`src/rtl/pc_sequencer_pkg.sv`:
```
// Shared state encoding and reset constant for the PC sequencer.
// Optional feature macro: PC_ALIGN_CHECK_EN (jumpR target alignment check).
package pc_sequencer_pkg;

    typedef enum logic {
        FETCH = 1'b0,
        EXEC  = 1'b1
    } state_t;

    localparam logic [31:0] RESET_PC_DEFAULT = 32'h0040_0000;

endpackage

```
`src/rtl/pc_target_calc.sv`:
```
// Combinational next-PC selection: jumpR > jump > pcsrc > pc+4.
// With PC_ALIGN_CHECK_EN defined, jumpR targets are word-aligned and flagged.
module pc_target_calc (
    input  logic [31:0] pc,
    input  logic        pcsrc,
    input  logic        jump,
    input  logic        jumpR,
    input  logic [15:0] instr_imm,
    input  logic [25:0] instr_target,
    input  logic [31:0] reg_rs,
    output logic [31:0] next_pc,
    output logic        misaligned
);

    logic [31:0] pc4;
    logic [31:0] br_off;
    logic [31:0] rs_tgt;

    assign pc4    = pc + 32'd4;
    assign br_off = {{14{instr_imm[15]}}, instr_imm, 2'b00};

`ifdef PC_ALIGN_CHECK_EN
    assign misaligned = jumpR && (reg_rs[1:0] != 2'b00);
    assign rs_tgt     = {reg_rs[31:2], 2'b00};
`else
    assign misaligned = 1'b0;
    assign rs_tgt     = reg_rs;
`endif

    always_comb begin
        next_pc = pc4;
        if (jumpR)
            next_pc = rs_tgt;
        else if (jump)
            next_pc = {pc4[31:28], instr_target, 2'b00};
        else if (pcsrc)
            next_pc = pc4 + br_off;
    end

endmodule

```
`src/rtl/pc_sequencer.sv`:
```
// Two-state fetch/execute PC sequencer with link strobe and retire counter.
// Optional feature macro: PC_ALIGN_CHECK_EN (sticky misaligned-jumpR flag).
module pc_sequencer
    import pc_sequencer_pkg::*;
#(
    parameter logic [31:0] RESET_PC = RESET_PC_DEFAULT
) (
    input  logic        clk,
    input  logic        reset,
    input  logic        instr_ready,
    input  logic        stall,
    input  logic        pcsrc,
    input  logic        jump,
    input  logic        jal,
    input  logic        jumpR,
    input  logic [15:0] instr_imm,
    input  logic [25:0] instr_target,
    input  logic [31:0] reg_rs,
    output logic [31:0] pc,
    output logic        fetch_req,
    output logic        link_we,
    output logic [31:0] link_addr,
    output logic [31:0] retired,
    output logic        align_err
);

    state_t      state;
    logic [31:0] next_pc;
    logic        misaligned;
    logic        advance;

    pc_target_calc u_calc (
        .pc           (pc),
        .pcsrc        (pcsrc),
        .jump         (jump),
        .jumpR        (jumpR),
        .instr_imm    (instr_imm),
        .instr_target (instr_target),
        .reg_rs       (reg_rs),
        .next_pc      (next_pc),
        .misaligned   (misaligned)
    );

    // An instruction completes on any non-stalled EXEC cycle.
    assign advance   = (state == EXEC) && !stall;
    assign fetch_req = (state == FETCH);
    assign link_we   = advance && jal;
    assign link_addr = pc + 32'd4;

    always_ff @(posedge clk or posedge reset) begin
        if (reset) begin
            state   <= FETCH;
            pc      <= RESET_PC;
            retired <= 32'd0;
        end else begin
            unique case (state)
                FETCH: begin
                    if (instr_ready)
                        state <= EXEC;
                end
                EXEC: begin
                    if (!stall) begin
                        pc      <= next_pc;
                        retired <= retired + 32'd1;
                        state   <= FETCH;
                    end
                end
            endcase
        end
    end

`ifdef PC_ALIGN_CHECK_EN
    always_ff @(posedge clk or posedge reset) begin
        if (reset)
            align_err <= 1'b0;
        else if (advance && misaligned)
            align_err <= 1'b1;
    end
`else
    assign align_err = misaligned;
`endif

endmodule

```
`config.mk`:
```
export PLATFORM = sky130hd
export DESIGN_NAME = pc_sequencer
export DESIGN_NICKNAME = d
export VERILOG_FILES = /design/src/rtl/pc_sequencer_pkg.sv /design/src/rtl/pc_target_calc.sv /design/src/rtl/pc_sequencer.sv
export SDC_FILE = /design/constraint.sdc
export NUM_CORES = 1
export LEC_CHECK = 0
export ABC_AREA = 1
export BUFFER_PORTS_ARGS = -buffer_cell sky130_fd_sc_hd__buf_2
export CAP_MARGIN = 20
export CORE_ASPECT_RATIO = 1.5
export CORE_UTILIZATION = 50
export CTS_BUF_LIST = sky130_fd_sc_hd__clkbuf_2
export DETAILED_ROUTE_END_ITERATION = 16
export GPL_TIMING_DRIVEN = 0
export HOLD_SLACK_MARGIN = 0.02
export PLACE_DENSITY_LB_ADDON = 0.05
export SLEW_MARGIN = 10
export SYNTH_ARGS = -nofsm -noshare
export SYNTH_HDL_FRONTEND = slang
export SYNTH_HIERARCHICAL = 1
export SYNTH_SLANG_ARGS = --single-unit
```
`constraint.sdc`:
```
create_clock -name clk -period 2.6 [get_ports clk]
set_input_delay 0.52 -clock clk [delete_from_list [all_inputs] [get_ports clk]]
set_output_delay 0.52 -clock clk [all_outputs]
set_load 0.01 [all_outputs]
```
### Word level (Yosys, flattened, before mapping)

Index checks and enable logic that the tools add are counted.

| cells by class | value |
|---|---|
| muxes and demuxes | 6 |
| $add $sub $neg | 3 |
| reductions and logical operators | 4 |
| bitwise operators | 2 |

Operators by type and width:

| cell | count |
|---|---|
| $mux W32 | 3 |
| $add A32 B1 Y32 const B | 1 |
| $add A32 B3 Y32 const B | 1 |
| $add A32 B32 Y32 | 1 |
| $logic_and A1 B1 Y1 | 2 |
| $mux W1 | 2 |
| $not A1 Y1 | 2 |
| $pmux W1 S2 | 1 |
| $reduce_and A2 Y1 | 1 |
| $logic_not A1 Y1 | 1 |

| storage, ports and cells | value |
|---|---|
| word-level logic and storage cells | 18 |
| output and inout port bits | 99 |
| flip-flop bits (word level) | 65 |

### Logic depth before layout (Yosys ltp)

Gate-level depths: netlist of the first run.

| logic depth | value |
|---|---|
| depth in word-level cells | 5 |
| depth in mapped cells | 25 |
| depth with buffers taken out | 25 |

### Hierarchy

Netlist of the first run, hierarchy kept.

By module, submodules not included:

| module | times used | seq. area each (um^2) | cells each | area an instance (um^2) |
|---|---|---|---|---|
| pc_target_calc | 1 | 0.0 | 870 | 4,144.0 |
| pc_sequencer | 1 | 1,627.8 | 564 | 3,965.1 |

### Worst setup path before layout of the first run

Ideal clock, no wire load.

| timing | value |
|---|---|
| kind | register to register |
| from | register pc[2] |
| to | register pc[28] |
| cell stages (with the launch flop) | 22 |
| path buffers | 0 |
| arrival | 2.664 ns |
| setup slack | -0.181 ns |
| required time | 2.484 ns |
| cells stage by stage | dfrtp_1 -> ha_1 -> inv_1 -> nor2_4 -> nand2_1 -> nor2_1 -> xor2_1 -> inv_1 -> ha_1 -> nand2_1 -> inv_1 -> nand2_1 -> nand2_1 -> o21bai_1 -> a21oi_1 -> nand2_1 -> nand2_1 -> nand3_1 -> nand2_1 -> nand2_1 -> nand2_1 -> nand2_1 |

| on the way | value |
|---|---|
| word-level cells in the longest chain between the ends | 5 |

RTL lines:

| what | line | source |
|---|---|---|
| start: declaration | pc_sequencer.sv:19 | `output logic [31:0] pc,` |
| start signal: assignment | pc_sequencer.sv:63 | `pc <= next_pc;` |
| $add A32 B3 Y32 (*) | pc_target_calc.sv:19 | `assign pc4 = pc + 32'd4;` |
| $add A32 B32 Y32 | pc_target_calc.sv:37 | `next_pc = pc4 + br_off;` |
| $mux W32 | pc_target_calc.sv:36 | `else if (pcsrc)` |
| $mux W32 (*) | pc_target_calc.sv:34 | `else if (jump)` |
| $mux W32 (*) | pc_target_calc.sv:32 | `if (jumpR)` |
| via next_pc[28] | pc_sequencer.sv:28 | `logic [31:0] next_pc;` |

Mark *: on every way through the listed nets, which the timed path passes. The rest lies on a longest branch.
A chain may end at the register's enable or synchronous reset.

### Worst setup path after layout of the first run

| timing | value |
|---|---|
| from | register pc[12] |
| to | register pc[22] |

| on the way | value |
|---|---|
| word-level cells in the longest chain between the ends | 5 |

RTL lines:

| what | line |
|---|---|
| $add A32 B3 Y32 (*) | pc_target_calc.sv:19 |
| $add A32 B32 Y32 | pc_target_calc.sv:37 |
| $mux W32 (*) | pc_target_calc.sv:36 |
| $mux W32 (*) | pc_target_calc.sv:34 |
| $mux W32 (*) | pc_target_calc.sv:32 |
| via next_pc[22] | pc_sequencer.sv:28 |

Marks and branches as above.

==> flow_metrics.tcl, run 1 <==
set metrics [dict create \
    io_pins 181 \
    grt_max_degree 59 \
    whs_endpoint "state$_DFF_PP0_" \
    wl_met3_um 2530 \
    met2_wirelength_um 18100 \
    hold_viol 0 \
    violations "negative setup slack" \
    synth_top_area_share_pct 26.4 \
    drc 0 \
    fin_nets 1853 \
    die_x_um 106 \
    arrival_ns 3.61 \
    path_class "reg2reg" \
    yosys_warnings 6 \
    fillers 1231 \
    wl_um 36000 \
    place.gp.congestion 1.05 \
    synth-xor-area-share_pct 5.17 \
    crit_path_end_kind "flip-flop" \
    via_per_inst 5.58 \
    synth-simple-area-share_pct 48.6 \
    hold_start "instr_ready" \
    grt_usage_pct 40.4 \
    r2r_start "pc[12]$_DFFE_PP0N_" \
    drive_gt1_share_pct 41.4 \
    rsz0062_at_grt "yes" \
    regArea_um2 1660 \
    start_util_pct 51.4 \
    fp-row-count 56 \
    r2r_end "pc[22]$_DFFE_PP1N_" \
    cts_tree "built" \
    synth_fa_ha_area_share_pct 6.26 \
    fin_crit_ns 3.11 \
    h-tree-depth 3 \
    clk_pin_slew_ns 0.22 \
    hp-class "in2reg" \
    syn-cell-area_um2 8110 \
    grt_pass1_vias 10200 \
    yosysMostFrequentCell "nand2_1" \
    place_ws_ns -1.26 \
    p_per_area_nw_per_um2 626 \
    highest_layer "met4" \
    final.setup.worst_slack_ns -0.515 \
    hold_path_depth 3 \
    fin_total_pwr_mw 7.60 \
    ir_drop_uv 423 \
    synth_cells 1434 \
    cp.required_ns 3.10 \
    synth_top_family_by_area "simple AND/OR/NAND/NOR gates" \
    met1_length_um 11900 \
    drt_first_pass_iters 5 \
    die-area_um2 16700 \
    crit_fanout 4 \
    coreArea_um2 15800 \
    muxShareOfSynthArea_pct 0 \
    drtIter0Drc 839 \
    ys_seq_elements 65 \
    start_kind "flip-flop" \
    ff2ff_path_depth 20 \
    synth_fp_nets 1556 \
    synth_top_cell_by_area "nand2_1" \
    tightestPinTransition_ns 0.891 \
    insertion_delay_ns 0.56 \
    drv_slew 0 \
    outcome "finished with violations" \
    synth-edff-count 0 \
    async_flop_share_pct 100 \
    dpl.hpwl_um 25300 \
    die_y_um 158 \
    total_leakage_power_nw 6.32 \
    synthTopCellsByCount "570 x nand2_1, 211 x inv_1, 168 x nor2_1, 81 x nand3_1, 72 x a21oi_1" \
    cts.path.max_buffers 2 \
    synth.top_cells.by_area "nand2_1 26%, dfrtp_1 20%, inv_1 9.8%" \
    port_buffers 178 \
    multi_input_area_um2 7360 \
    cts_root_buffer "clkbuf_2" \
    antenna_found_initial 1 \
    tns_ns -9.87 \
    synth_area_per_cell_um2 5.65 \
    clock_skew_ns 0.0316 \
    yosysSeqAreaShare_pct 20.1 \
    synth_flop_cell "dfrtp_1" \
    grt_pass1_wl_um 51300 \
    vias 10800 \
    numCtsBuffers 9 \
    clock-sinks 65 \
    max_cap_violations 0 \
    synth-compound-area-share_pct 8.38 \
    area_growth_pct 49.5 \
    setup_viol 45 \
    slew_headroom_pct 40.6 \
    ff2ff_setup_slack_ns -0.51 \
    grt-ovfl-total 0 \
    fin_crit_sh_pct 120 \
    ant_nets 0 \
    yosysUniqueCellTypes 49 \
    wire_per_inst_um 18.6 \
    fmax_ghz 0.321 \
]
logic make-up after synthesis:
group / Yosys count
AND/OR/NAND/NOR: 916
AO/OA/AOI/OAI: 125
adder cells (fa/ha/maj): 40
buffers and inverters: 240
flip-flops: 65
other: 1
XOR/XNOR: 47
registers in the layout (all words and copies together), names as in the netlist:
signal and flops:
pc 32, retired 32, state 1
repair_timing:
action	CTS	global route
setup buffers	74	32
endpoints found under the setup margin	49	50
gates resized for setup	268	210
endpoints found under the hold margin	7	0
pin swaps	97	147
hold buffers	1	0
cells in the final DEF, fill, tap and decap left out, types with 20 or more instances in the layout:
master / count
ha_4: 28
nand3b_1: 28
a21oi_1: 39
nor2_1: 100
xor2_1: 20
nand2_2: 78
buf_4: 94
nor2_4: 51
nand2_1: 462
buf_2: 183
nor2_2: 37
nand2_4: 44
a21oi_2: 28
nand3_1: 54
inv_1: 171
nand3_2: 21
dfrtp_1: 39
dfrtp_2: 25
inv_2: 40
cell type report:
type	count	area share, %
clock inverter	7	0.506
inverter	217	6.84
timing repair buffer	286	14.8
multi-input combinational	1129	60.7
sequential	65	13.7
buffer	23	0.949
antenna	1	0.0206
tap	203	2.09
clock buffer	9	0.371
report_power, final:
part	switching [mW]	leakage (nW)	total [mW]	internal, mW
Clock	0.401	0.0604	0.611	0.210
Combinational	3.25	5.45	5.44	2.19
Sequential	0.346	0.808	1.54	1.20
worst max-delay path by stage:
stage / depth (start not counted) / end / slack, ns / startpoint
after global routing: 20 / pc[22]$_DFFE_PP1N_ / -0.71 / pc[8]$_DFFE_PP0N_
after CTS: 19 / pc[19]$_DFFE_PP0N_ / -0.28 / pc[3]$_DFFE_PP0N_
after global placement: 19 / pc[22]$_DFFE_PP1N_ / -1.29 / pc[12]$_DFFE_PP0N_
final: 20 / pc[22]$_DFFE_PP1N_ / -0.51 / pc[12]$_DFFE_PP0N_
after detailed placement: 19 / pc[22]$_DFFE_PP1N_ / -1.26 / pc[12]$_DFFE_PP0N_
after floorplan: 19 / pc[27]$_DFFE_PP0N_ / 0.005 / pc[4]$_DFFE_PP0N_
worst max-delay path, stage by stage, from the launching register on:
cell     delay, ns
dfrtp_2       0.51
nand2_2       0.13
nor2_2        0.21
nand2_1       0.12
nor2_2        0.15
nand3_1       0.10
nand2_2       0.11
inv_1         0.09
ha_4          0.30
nand2_4       0.08
nor2_2        0.17
inv_2         0.08
nor2_4        0.23
nand3_4       0.16
nand3_2       0.09
nand2_1       0.06
nand3_2       0.07
nand2_2       0.08
a21oi_2       0.15
nand2_1       0.08
nand2_1       0.06
stage by stage:
stage | util, % | hold WS (ns) | instances | instance area [um^2]
floorplan | - | 0.499 | 1434 | 8160
global placement | 59.0 | 0.470 | 1815 | 9300
detailed placement | 59.2 | 0.427 | 1816 | 9330
CTS | 70.4 | 0.187 | 1907 | 11100
global route | 76.9 | 0.201 | 1940 | 12100
finish | 76.9 | 0.202 | 1940 | 12100
per-layer routing:
metal	vias up	GRT usage, %
li1	5023	-
met1	4965	39.4
met2	609	75.3
met3	226	4.98
met4	0	34.3
met5	-	0
Note: power is estimated with default switching activity, not from simulation.
==> run 2: changes to the inputs <==
--- a/config.mk
+++ b/config.mk
@@ -14,7 +14,7 @@
 export DETAILED_ROUTE_END_ITERATION = 16
 export GPL_TIMING_DRIVEN = 0
 export HOLD_SLACK_MARGIN = 0.02
-export PLACE_DENSITY_LB_ADDON = 0.05
+export PLACE_DENSITY = 0.77
 export SLEW_MARGIN = 10
 export SYNTH_ARGS = -nofsm -noshare
 export SYNTH_HDL_FRONTEND = slang
==> flow_metrics.tcl, run 2 (same netlist as run 1, synthesis figures left out) <==
set metrics [dict create \
    tightestPinTransition_ns 0.866 \
    ir_drop_uv 499 \
    wire_per_inst_um 19.9 \
    grt-ovfl-total 0 \
    critical_path_buf_inv_count 2 \
    port_buffers 178 \
    cp_top_family "simple AND/OR/NAND/NOR gates" \
    rsz0062_at_grt "yes" \
    path_cells "nand2_2, nor2_4, nand2_2, nor3_4, xor2_2, inv_2, ha_4, nand2_8, nor2_4, inv_2, nor2_4, nand2_2, nand3_2, nand2_2, nand3_2, nand2_2, a21oi_2, nand2_1, nand2_1" \
    dpl.hpwl_um 25600 \
    r2r_end "pc[22]$_DFFE_PP1N_" \
    violations "negative setup slack" \
    die_y_um 158 \
    clock-sinks 65 \
    insertion_delay_ns 0.61 \
    ant_nets 0 \
    cts_tree "built" \
    fin_nets 1873 \
    slowest_stage "dfrtp_2" \
    cp.depth 19 \
    crit_fanout 4 \
    layout_common_cells "452 x nand2_1, 183 x buf_2, 165 x inv_1" \
    postLayoutCellArea_um2 12500 \
    numCtsBuffers 9 \
    hp-class "in2reg" \
    io_pins 181 \
    hold_viol 0 \
    die_x_um 106 \
    outcome "finished with violations" \
    place_area_um2 9330 \
    fmax_ghz 0.312 \
    drc 0 \
    arrival_ns 3.73 \
    drive_gt1_share_pct 43.5 \
    fp-row-count 56 \
    startpoint "pc[6]$_DFFE_PP0N_" \
    max_cap_violations 0 \
    final.setup.worst_slack_ns -0.610 \
    setup_viol 54 \
    path_class "reg2reg" \
    area_growth_pct 54.6 \
    via_per_inst 5.77 \
    crit_top_cell "nand2_2" \
    cts_root_buffer "clkbuf_2" \
    ff2ff_setup_slack_ns -0.61 \
    final_common_cell "nand2_1" \
    grt_pass1_wl_um 54000 \
    cts.path.max_buffers 2 \
    p_per_area_nw_per_um2 661 \
    crit_path_end_kind "flip-flop" \
    reg_top3 "pc (32), retired (32), state (1)" \
    r2r_start "pc[6]$_DFFE_PP0N_" \
    cp.required_ns 3.12 \
    drv_slew 0 \
    drt_first_pass_iters 8 \
    h-tree-depth 3 \
    die-area_um2 16700 \
    total_leakage_power_nw 6.49 \
    grt_max_degree 57 \
    place_ws_ns -1.28 \
    drtIter0Drc 1239 \
    clock_skew_ns 0.0734 \
    wl_um 39100 \
    fin_crit_ns 3.21 \
    tns_ns -14.81 \
    slew_headroom_pct 42.0 \
    max_stage_delay_ns 0.51 \
    fin_crit_sh_pct 123 \
    grt_usage_pct 42.4 \
    clk_pin_slew_ns 0.29 \
    start_util_pct 51.4 \
    place.gp.congestion 0.956 \
    antenna_found_initial 1 \
    start_kind "flip-flop" \
    coreArea_um2 15800 \
    grt_pass1_vias 10400 \
    ff2ff_path_depth 19 \
    vias 11300 \
    endpoint "pc[22]$_DFFE_PP1N_" \
]
-- run 2: routing by layer --
| metal | vias to the layer above | track usage, % | wire (um) |
|---|---|---|---|
| met1 | 5221 | 43.2 | 12900 |
| li1 | 5052 | - | - |
| met4 | 0 | 33.7 | 3590 |
| met5 | - | 0 | 0 |
| met2 | 768 | 77.6 | 19400 |
| met3 | 259 | 5.72 | 3180 |
-- run 2: worst min-delay path by stage --
stage                       startpoint                      end  depth (start not counted)
2_1_floorplan          state$_DFF_PP0_          state$_DFF_PP0_                          2
3_3_place_gp   retired[31]$_DFFE_PP0N_  retired[31]$_DFFE_PP0N_                          2
3_5_place_dp                     reset  retired[30]$_DFFE_PP0N_                          2
4_1_cts                    instr_ready          state$_DFF_PP0_                          3
5_1_grt                    instr_ready          state$_DFF_PP0_                          3
6_report                   instr_ready          state$_DFF_PP0_                          3
-- run 2: layout make-up --
cell class,count,area [um^2]
Buffer,23,115
Tap cell,203,254
Clock buffer,9,45.0
Inverter,217,827
Timing Repair Buffer,306,2000
Antenna cell,1,2.50
Sequential cell,65,1660
Clock inverter,7,125
Fill cell,1126,3230
Multi-Input combinational cell,1129,7510
-- run 2: where the power goes --
| part | total (mW) | internal [mW] | leakage (nW) | switching, mW |
|---|---|---|---|---|
| sequential | 1.56 | 1.20 | 0.808 | 0.360 |
| combinational | 5.83 | 2.36 | 5.58 | 3.47 |
| clock | 0.893 | 0.426 | 0.0975 | 0.467 |
-- run 2: metrics by stage --
step / util (%) / power (mW) / cells / hold WS [ns]
2_1_floorplan: - / 3.69 / 1434 / 0.499
3_3_place_gp: 59.0 / 4.87 / 1815 / 0.473
3_5_place_dp: 59.2 / 4.90 / 1816 / 0.440
4_1_cts: 73.0 / 7.18 / 1907 / 0.158
5_1_grt: 79.5 / 8.66 / 1960 / 0.196
6_report: 79.5 / 8.29 / 1960 / 0.197
-- run 2: worst register-to-register path, delay by kind of cell (launching register included) --
kind                       cells  cell delay [ns]
DFF                            1             0.51
xor gates and xnor gates       1             0.27
adders and majority gates      1             0.34
AOI/OAI and AO/OA              1             0.16
buffers and inverters          2             0.16
and+or+nand+nor               14             1.67
-- run 2: timing repair --
item / 4_1_cts / 5_1_grt
resized for setup: 364 / 172
hold buffers: 1 / 0
endpoints found under the setup margin: 50 / 50
buffers inserted: 74 / 56
endpoints found under the hold margin: 9 / 0
pin swaps: 111 / 142
==> run 3: changes to the inputs <==
--- a/config.mk
+++ b/config.mk
@@ -5,7 +5,6 @@
 export SDC_FILE = /design/constraint.sdc
 export NUM_CORES = 1
 export LEC_CHECK = 0
-export ABC_AREA = 1
 export BUFFER_PORTS_ARGS = -buffer_cell sky130_fd_sc_hd__buf_2
 export CAP_MARGIN = 20
 export CORE_ASPECT_RATIO = 1.5
@@ -14,7 +13,7 @@
 export DETAILED_ROUTE_END_ITERATION = 16
 export GPL_TIMING_DRIVEN = 0
 export HOLD_SLACK_MARGIN = 0.02
-export PLACE_DENSITY = 0.77
+export PLACE_DENSITY = 0.8
 export SLEW_MARGIN = 10
 export SYNTH_ARGS = -nofsm -noshare
 export SYNTH_HDL_FRONTEND = slang
==> constraint.sdc (replaced) <==
create_clock -name clk -period 2.6 [get_ports clk]
set_input_delay 0.52 -clock clk [delete_from_list [all_inputs] [get_ports clk]]
set_output_delay 0.52 -clock clk [all_outputs]
set_load 0.02 [all_outputs]
==> flow_metrics.tcl, run 3 <==
set metrics [dict create \
    via_per_inst 6.65 \
    crit_fanout 5 \
    coreArea_um2 12400 \
    grt_pass1_vias 7663 \
    hold_path_depth 2 \
    antenna_found_initial 0 \
    port_buffers 177 \
    synth_flop_cell "dfrtp_1" \
    r2r_start "pc[7]$_DFFE_PP0N_" \
    numCtsBuffers 9 \
    reg_top3 "pc (32), retired (32), state (1)" \
    synth_cells 751 \
    grt-ovfl-total 0 \
    r2r_end "pc[30]$_DFFE_PP0N_" \
    syn-cell-area_um2 6350 \
    tns_ns -34.43 \
    path_cells "nand3_4, nor4_4, buf_4, nand2_2, nor2_2, xor2_1, buf_4, ha_4, a21o_1, a211o_1, a211oi_2, o21ai_2, a31oi_4, buf_6, o211ai_1, xor2_1, nor2_1, o31ai_1, mux2_4" \
    grt_usage_pct 39.1 \
    start_kind "flip-flop" \
    tightestPinTransition_ns 0.992 \
    synth-simple-area-share_pct 21.7 \
    yosys_warnings 6 \
    ff2ff_setup_slack_ns -1.36 \
    arrival_ns 4.51 \
    synth.top_cells.by_area "dfrtp_1 25%, xnor2_1 9.0%, ha_1 7.7%" \
    synth-edff-count 0 \
    dpl.hpwl_um 15900 \
    setup_viol 52 \
    drv_slew 0 \
    cts.path.max_buffers 2 \
    async_flop_share_pct 100 \
    hp-class "in2reg" \
    grt_pass1_wl_um 39200 \
    synth_fp_nets 873 \
    area_growth_pct 58.5 \
    fin_nets 1164 \
    synth_top_cell_by_area "dfrtp_1" \
    ir_drop_uv 544 \
    violations "negative setup slack" \
    cp.required_ns 3.15 \
    muxShareOfSynthArea_pct 6.46 \
    grt_max_degree 52 \
    rsz0062_at_grt "yes" \
    crit_path_end_kind "flip-flop" \
    cp_top_family "compound AO/OA/AOI/OAI gates" \
    clock_skew_ns 0.0386 \
    synthTopCellsByCount "84 x nand2_1, 65 x xnor2_1, 64 x dfrtp_1, 45 x o21ai_0, 43 x xor2_1" \
    place_ws_ns -1.64 \
    synth_top_family_by_area "simple AND/OR/NAND/NOR gates" \
    drc 0 \
    drtIter0Drc 990 \
    max_cap_violations 0 \
    slew_headroom_pct 33.9 \
    synth_top_area_share_pct 25.2 \
    ys_seq_elements 65 \
    h-tree-depth 3 \
    place_area_um2 7600 \
    cts_tree "built" \
    wire_per_inst_um 24.2 \
    ant_nets 0 \
    yosysMostFrequentCell "nand2_1" \
    fp-row-count 50 \
    fmax_ghz 0.253 \
    fin_crit_ns 3.96 \
    critical_path_buf_inv_count 3 \
    clk_pin_slew_ns 0.26 \
    final.setup.worst_slack_ns -1.36 \
    outcome "finished with violations" \
    die_y_um 140 \
    synth_fa_ha_area_share_pct 8.00 \
    drt_first_pass_iters 7 \
    final_common_cell "buf_2" \
    die_x_um 94.0 \
    slowest_stage "dfrtp_2" \
    yosysUniqueCellTypes 76 \
    synth-xor-area-share_pct 15.1 \
    wl_um 29100 \
    cp.depth 19 \
    max_stage_delay_ns 0.45 \
    path_class "reg2reg" \
    clock-sinks 65 \
    insertion_delay_ns 0.59 \
    fin_crit_sh_pct 152 \
    io_pins 181 \
    layout_common_cells "157 x buf_2, 97 x buf_4, 71 x nand2_1" \
    drive_gt1_share_pct 53.4 \
    ff2ff_path_depth 19 \
    synth-compound-area-share_pct 18.8 \
    die-area_um2 13200 \
    yosysSeqAreaShare_pct 25.6 \
    synth_area_per_cell_um2 8.46 \
    p_per_area_nw_per_um2 828 \
    hold_viol 0 \
    start_util_pct 51.0 \
    place.gp.congestion 0.981 \
    vias 8004 \
    whs_endpoint "state$_DFF_PP0_" \
    hold_start "instr_ready" \
    cts_root_buffer "clkbuf_2" \
    total_leakage_power_nw 4.67 \
    postLayoutCellArea_um2 10100 \
]
==> run 3: area by class of cell <==
type	instances	area, um^2
flip-flops and latches	65	1650
inverters	26	100
diodes	1	2.50
fillers	661	2380
clock inverters	7	83.8
repair buffers	285	1940
clock buffers	9	45.0
multi-input cells	626	5870
plain buffers	29	174
well taps	156	195
==> run 3: cells by family (layout without fill, tap and decap cells) <==
| group | count (synthesis) | after routing |
|---|---|---|
| compound gates | 180 | 180 |
| simple gates | 259 | 259 |
| mux | 37 | 37 |
| xor+xnor | 109 | 109 |
| other cells | 1 | 2 |
| flops | 65 | 65 |
| fa+ha+maj | 40 | 40 |
| buf+inv | 60 | 356 |
==> run 3: worst max-delay path by stage <==
stage                            startpoint                 end  slack [ns]
after floorplan           pc[4]$_DFFE_PP0N_  pc[28]$_DFFE_PP0N_       -1.07
after global placement    pc[9]$_DFFE_PP0N_  pc[26]$_DFFE_PP0N_       -1.60
after detailed placement  pc[9]$_DFFE_PP0N_  pc[28]$_DFFE_PP0N_       -1.64
after CTS                 pc[9]$_DFFE_PP0N_  pc[24]$_DFFE_PP0N_       -1.08
after global routing      pc[7]$_DFFE_PP0N_  pc[30]$_DFFE_PP0N_       -1.39
final                     pc[7]$_DFFE_PP0N_  pc[30]$_DFFE_PP0N_       -1.36
==> run 3: stage by stage <==
step,hold slack [ns],instances,power [mW],utilization [%]
2_1_floorplan,0.542,751,4.21,-
3_3_place_gp,0.456,1084,5.18,60.8
3_5_place_dp,0.459,1085,5.23,61.1
4_1_cts,0.134,1175,7.19,74.7
5_1_grt,0.132,1203,8.62,80.8
6_report,0.171,1204,8.33,80.9
==> run 3: power by group <==
part | total [mW] | leakage (nW) | switching [mW] | internal [mW]
registers | 1.59 | 0.774 | 0.370 | 1.22
clock network | 0.743 | 0.0754 | 0.501 | 0.241
logic | 5.99 | 3.82 | 3.29 | 2.71
==> run 3: layer usage <==
| metal | GRT usage (%) | wire length (um) | vias to the layer above |
|---|---|---|---|
| met1 | 42.6 | 9470 | 3713 |
| met2 | 65.9 | 13700 | 708 |
| met5 | 0 | 0 | - |
| met4 | 29.9 | 2840 | 0 |
| li1 | - | - | 3306 |
| met3 | 7.06 | 3060 | 277 |
==> run 3: what timing repair did <==
item                                   4_1_cts  5_1_grt
setup endpoints to repair                   52       55
hold buffers                                 1        0
pin swaps                                   89       85
setup buffers                               80       32
resized for setup                          215      128
endpoints found under the hold margin       14        0
